## src/rtl/cla_seq_adder_ctrl.sv

```systemverilog
// Multi-cycle add/subtract: one shared 4-bit carry-lookahead slice, LS nibble first,
// with the carry between nibbles held in a register.
//
// state  | meaning
// IDLE   | ready for a request; outputs hold the last completed result
// RUN    | one nibble per clock through the lookahead slice
// DONE   | one-cycle done_o pulse; result and flags valid
module cla_seq_adder_ctrl #(
  parameter int WIDTH = 32
) (
  input  logic             clk_i,
  input  logic             rst_i,
  input  logic             start_i,
  input  logic             sub_i,
  input  logic [WIDTH-1:0] a_i,
  input  logic [WIDTH-1:0] b_i,
  output logic             ready_o,
  output logic             done_o,
  output logic [WIDTH-1:0] result_o,
  output logic             cout_o,
  output logic             overflow_o,
  output logic             zero_o
);

  localparam int NIB = WIDTH / 4;
  localparam int CW  = (NIB > 1) ? $clog2(NIB) : 1;
  localparam logic [CW-1:0] LAST = CW'(NIB - 1);

  localparam logic [1:0] S_IDLE = 2'd0;
  localparam logic [1:0] S_RUN  = 2'd1;
  localparam logic [1:0] S_DONE = 2'd2;

  logic [1:0]       r_state;
  logic [CW-1:0]    r_cnt;
  logic             r_carry;
  logic [WIDTH-1:0] r_a;
  logic [WIDTH-1:0] r_b;
  logic [WIDTH-1:0] r_result;
  logic             r_cout;
  logic             r_ovf;
  logic             r_zero;

  logic [CW+1:0]    w_base;
  logic [3:0]       w_a_nib;
  logic [3:0]       w_b_nib;
  logic [3:0]       w_g;
  logic [3:0]       w_p;
  logic [4:0]       w_c;
  logic [3:0]       w_sum;
  logic [WIDTH-1:0] w_result_next;
  logic             w_last;

  always_comb begin
    w_base  = {r_cnt, 2'b00};
    w_a_nib = r_a[w_base +: 4];
    w_b_nib = r_b[w_base +: 4];
    w_g     = w_a_nib & w_b_nib;
    w_p     = w_a_nib ^ w_b_nib;
    // Flat sum-of-products carries; no carry ripples through the slice.
    w_c[0]  = r_carry;
    w_c[1]  = w_g[0] | (w_p[0] & w_c[0]);
    w_c[2]  = w_g[1] | (w_p[1] & w_g[0]) | (w_p[1] & w_p[0] & w_c[0]);
    w_c[3]  = w_g[2] | (w_p[2] & w_g[1]) | (w_p[2] & w_p[1] & w_g[0])
            | (w_p[2] & w_p[1] & w_p[0] & w_c[0]);
    w_c[4]  = w_g[3] | (w_p[3] & w_g[2]) | (w_p[3] & w_p[2] & w_g[1])
            | (w_p[3] & w_p[2] & w_p[1] & w_g[0])
            | (w_p[3] & w_p[2] & w_p[1] & w_p[0] & w_c[0]);
    w_sum   = w_p ^ w_c[3:0];
    w_result_next = r_result;
    w_result_next[w_base +: 4] = w_sum;
    w_last  = (r_cnt == LAST);
  end

  always_ff @(posedge clk_i or posedge rst_i) begin
    if (rst_i) begin
      r_state  <= S_IDLE;
      r_cnt    <= '0;
      r_carry  <= 1'b0;
      r_a      <= '0;
      r_b      <= '0;
      r_result <= '0;
      r_cout   <= 1'b0;
      r_ovf    <= 1'b0;
      r_zero   <= 1'b0;
    end else begin
      case (r_state)
        S_IDLE: begin
          if (start_i) begin
            r_a      <= a_i;
            r_b      <= sub_i ? ~b_i : b_i;
            r_carry  <= sub_i;
            r_result <= '0;
            r_cnt    <= '0;
            r_cout   <= 1'b0;
            r_ovf    <= 1'b0;
            r_zero   <= 1'b0;
            r_state  <= S_RUN;
          end
        end
        S_RUN: begin
          r_result <= w_result_next;
          r_carry  <= w_c[4];
          r_cnt    <= r_cnt + 1'b1;
          if (w_last) begin
            r_cout  <= w_c[4];
            r_ovf   <= w_c[4] ^ w_c[3];
            r_zero  <= (w_result_next == '0);
            r_state <= S_DONE;
          end
        end
        S_DONE:  r_state <= S_IDLE;
        default: r_state <= S_IDLE;
      endcase
    end
  end

  assign ready_o    = (r_state == S_IDLE);
  assign done_o     = (r_state == S_DONE);
  assign result_o   = r_result;
  assign cout_o     = r_cout;
  assign overflow_o = r_ovf;
  assign zero_o     = r_zero;

endmodule

```

## config.mk

```make
export PLATFORM = sky130hd
export DESIGN_NAME = cla_seq_adder_ctrl
export DESIGN_NICKNAME = d
export VERILOG_FILES = /design/src/rtl/cla_seq_adder_ctrl.sv
export SDC_FILE = /design/constraint.sdc
export NUM_CORES = 1
export LEC_CHECK = 0
export BUFFER_PORTS_ARGS = -buffer_cell sky130_fd_sc_hd__buf_2
export CORE_UTILIZATION = 50
export DETAILED_ROUTE_END_ITERATION = 10
export PLACE_DENSITY = 0.88
export SKIP_LAST_GASP = 1
export SLEW_MARGIN = 20
export SYNTH_ARGS = -nofsm -noshare
export SYNTH_HDL_FRONTEND = slang
export SYNTH_SLANG_ARGS = --single-unit
```

## constraint.sdc

```tcl
create_clock -name clk_i -period 2.86 [get_ports clk_i]
set_input_delay 0.143 -clock clk_i [delete_from_list [all_inputs] [get_ports clk_i]]
set_output_delay 0.143 -clock clk_i [all_outputs]
set_load 0.005 [all_outputs]
```

Word level (Yosys, flattened, before mapping)
Index checks and enable logic that the tools add are counted. Widths: inputs -> output; s select.

Register bits after elaboration: 105. Word-level logic and storage cells: 76. Output and inout bits: 37. Input bits: 68.

Mux-type cells: 18. Reductions and logical operators: 7. Bitwise operators: 31. Equality and inequality tests: 5. Shift-type cells: 4. $add $sub $neg: 2.

Operators by type and width (number): $mux 32 (2); $pmux 32 s2 (1); $shiftx 32x6->4 (2); $bwmux 32 (1); $logic_not 32->1 (1); $not 32->32 (1); $shift 4x7->32 const A (1); $shiftx 4x7->32 (1); $and 1x1->1 (16); $or 1x1->1 (10); $pmux 1 s2 (4); $xor 4x4->4 (2); $neg 5->7 (1); $pmux 3 s2 (1); $reduce_and 2->1 (3); $mux 1 (5); $and 4x4->4 (1); $mux 2 (2); $ne 2x2->1 const B (2); $pmux 2 s2 (1); $add 3x1->3 const B (1); $eq 3x3->1 const B (1); $mux 3 (1); $reduce_and 3->1 (1); other kinds (5) (5).

Logic depth before layout (Yosys ltp)
Depth in word-level cells: 12. Depth in mapped cells: 12. Mapped depth without buffers: 10.

Worst setup path before layout
No wires, ideal clock.

Kind: reg-to-reg. From: register r_cnt[0]. To: register r_result[15] (netlist: result_o[15]). Data required time: 2.794 ns. Data arrival time: 3.044 ns. Setup time: 0.066 ns. Buffers on the path: 3. Period minus slack after synthesis: 3.110 ns. Path slack: -0.250 ns. Cell stages (with the launch flop): 13. Cell sequence: dfrtp_1 buf_2 buf_2 mux4_2 nand2_1 nand2_1 ha_1 a21oi_1 o21ai_0 xor2_1 and2_1 clkbuf_1 a22o_1.

Cells in the longest elaborated chain, start to end: 10. Elaborated cells between the ends (all ways): 25. Classes of those cells: add/sub (1); shift (4); mux (2); bitwise (18).

Ends and longest elaborated chain: start, declared (RTL line 34) `logic [CW-1:0] r_cnt;`; start signal, assigned (RTL line 103) `r_cnt <= r_cnt + 1'b1;`; $shiftx 32x6->4, on equally long branches (RTL line 55, 56); $xor 4x4->4 or $and 4x4->4 (tied branches) (RTL line 58, 57); $and 1x1->1, on equally long branches (RTL line 63, 64); $or 1x1->1 (tied with other cells) (RTL line 63) `w_c[3] = w_g[2] | (w_p[2] & w_g[1]) | (w_p[2] & w_p[1] & w_g[0])`; $or 1x1->1 or $and 1x1->1 (tied branches) (RTL line 63, 64); $or 1x1->1 (RTL line 64) `| (w_p[2] & w_p[1] & w_p[0] & w_c[0]);`; $xor 4x4->4 (RTL line 68) `w_sum = w_p ^ w_c[3:0];`; $shiftx 4x7->32 (RTL line 70) `w_result_next[w_base +: 4] = w_sum;`; $bwmux 32 (*) (RTL line 70); $pmux 32 s2 (*) (RTL line 86) `case (r_state)`; end signal, assigned (RTL line 101) `r_result <= w_result_next;`; end, declared (RTL line 38) `logic [WIDTH-1:0] r_result;`.

Every way passes the cells marked *; elsewhere a longest branch is shown, timed or not. A chain may end at the register's enable or synchronous reset.

Worst setup path in the final report
From: register r_cnt[0]. To: register r_result[11] (netlist: result_o[11]).

The elaborated chain is that of the path after synthesis.

==> reports/results.txt <==
sequential power share = 0.304
average instance area after synthesis = 9.71 sq um
largest net degree at the start of global routing = 85
synthesis-to-layout area growth = 24.4%
area leader, netlist = dfrtp_1
antenna cells = 0
Final Hold Fails = 0
slew margin rel. = 0.400
router iterations before antenna repair = 6
TritonCTS clock tree = done
Register Area = 2630 sq um
Placeable Area = 10400 sq um
main flop type after synthesis = dfrtp_1
area of the multi-input gates = 2650 sq um
period utilisation layout = 0.963
crit end category = flop
CP max FO = 12
Filler cells = 812
outcome = finished clean
Die Ht = 106 um
total CTS buffers = 9
grt total ovfl = 0
Synth Register Bits = 105
DIE WIDTH = 106 um
Sw Share = 0.449
Worst-Margin Slew = 0.900 ns
initial antenna violation count = 0
Cell Area, Synth = 5390 sq um
total wire length = 14200 um
Final Util = 0.647
f_max = 363 MHz
Leak Pwr = 3.27 nW
register area share after synthesis = 0.487
setup violators final = 0
Clk pin slew, worst setup/hold paths = 0.10 ns
IO buf count = 104
setup TNS = 0 ns
# placed instances = 774
Die Area = 11200 sq um
Overall Power = 8.77 mW
Tot GR Track Use = 0.266
Min-Delay Path Class = in2reg
initial core utilization = 0.520
number of global-route vias before repair = 4714
sw power = 3.94 mW
Critical Path RT = 3.17 ns
Post-synth top cells = nand2_1 (168), dfrtp_1 (105), o21ai_0 (45)
Pins Over Slew Limit = 0
IO Count = 105
Vias = 4660
CTS Buffer Depth = 2
first-pass GRT wire length = 23300 um
Area contributors post-synth = dfrtp_1 (49%), nand2_1 (12%), mux4_2 (6.7%)
area share of the largest cell type after synthesis = 0.487
clock share of power = 0.106
Post-route DRC = 0
WHS = 0.0489 ns
number of flops mapped to enable cells by yosys = 0
max cap viols = 0
antenna-violating nets left = 0
Combinational Power Share = 0.590
syn_nets = 636
Worst Skew = 0.00945 ns
htree depth = 3
VDD IR max = 0.687 mV
cell with the most instances after synthesis = nand2_1
layout cells sized above 1 = 0.255
drt via density = 5.65
crit start category = flop
Netlist cell types = 49
Pint = 4.83 mW
Final nets = 765
Final HPWL DP = 9710 um
CTS sink cnt = 105
initial drt markers = 314
FP Rows = 37
drt wl/cell = 17.3 um
Pwr Density = 1310 nW/um^2
FFs w/ async S/R, synth = 1.00
non-filler cells, final = 825
Placer Congestion = 0.902
WS Path Type = reg2reg
Clk Latency, worst-skew pair = 0.37 ns
Tmin final = 2.75 ns
Root Driver = clkbuf_8
critical path arrival = 3.06 ns
Syn Inst Count = 555
unrepaired setup endpoints after global routing = yes
synth warn = 0
==> critical path, cell delays in order, from the launching register on <==
cell	delay [ns]
dfrtp_2	0.42
buf_12	0.16
mux4_2	0.51
nand2_1	0.10
nand2_1	0.05
ha_2	0.39
nand2_1	0.09
o21ai_2	0.26
xor2_2	0.26
and2_2	0.27
a22o_1	0.16
==> placed cells by master (no fill, tap or decap), types with 9 or more instances in the layout <==
cell type,count
buf_4,12
buf_2,104
dlygate4sd3_1,33
a21oi_1,11
nor2_1,20
ha_1,11
dfrtp_1,103
nor3_1,10
o21ai_0,44
mux4_2,16
clkbuf_8,9
a22o_1,27
nand2_1,166
xnor2_1,33
==> layer usage <==
layer | track usage | vias up | wire length, um
met4 | 0.0952 | 0 | 333
met2 | 0.460 | 184 | 7250
li1 | - | 2163 | -
met5 | 0 | - | 0
met1 | 0.333 | 2279 | 5840
met3 | 0.0519 | 34 | 823
==> power groups by stage <==
stage               registers, mW  logic (mW)  clock network, mW
floorplan                    2.51        3.31                  0
global placement             2.62        4.49                  0
detailed placement           2.67        4.67                  0
CTS                          2.64        4.80              0.934
global route                 2.72        5.65               1.01
finish                       2.67        5.18              0.930
==> path summary, 6_finish.rpt <==
path,startpoint,endpoint,slack (ns),cells after the start
max in group asynchronous,rst_i,cout_o$_DFFE_PP0P_,1.63,4
min in group asynchronous,rst_i,result_o[22]$_DFFE_PP0P_,0.43,3
max reg2reg,r_cnt[0]$_DFFE_PP0P_,result_o[11]$_DFFE_PP0P_,0.11,10
min,b_i[20],r_b[20]$_DFFE_PP0P_,0.05,3
min reg2reg,r_a[30]$_DFFE_PP0P_,r_a[30]$_DFFE_PP0P_,0.49,2
max,r_cnt[0]$_DFFE_PP0P_,result_o[11]$_DFFE_PP0P_,0.11,10
==> cell type report <==
type                       instances  area share
multi-input combinational        407       0.395
sequential                       105       0.392
timing repair buffer             155       0.154
tap                              136      0.0254
clock buffer                      10      0.0190
clock inverter                     6      0.0101
inverter                           6     0.00392
==> logic make-up after synthesis <==
kind of cell / Yosys count / share of synthesized area
simple gates: 233 / 0.187
mux: 17 / 0.0689
flops: 105 / 0.487
compound gates: 109 / 0.136
xor+xnor: 35 / 0.0569
buf+inv: 43 / 0.0323
fa+ha+maj: 13 / 0.0316
==> flip-flops by register name, indices dropped and copies added, names as in the netlist <==
| signal | flops |
|---|---|
| cout_o | 1 |
| r_carry | 1 |
| result_o | 32 |
| zero_o | 1 |
| r_b | 32 |
| overflow_o | 1 |
| r_state | 2 |
| r_cnt | 3 |
| r_a | 32 |
==> through the flow <==
stage	worst slack (ns)	cell area [sq um]
2_1_floorplan	0.0190	5410
3_3_place_gp	0.0374	6100
3_5_place_dp	-0.0581	6100
4_1_cts	0.0472	6640
5_1_grt	-0.0466	6710
6_report	0.107	6710
==> repair_timing <==
item | 4_1_cts | 5_1_grt
endpoints found under the hold margin | 65 | 0
setup buffers | 0 | 2
resized for setup | 4 | 14
pin swaps | 1 | 1
hold buffers | 33 | 0
endpoints found under the setup margin | 12 | 18
Note: power is estimated with default switching activity, not from simulation.
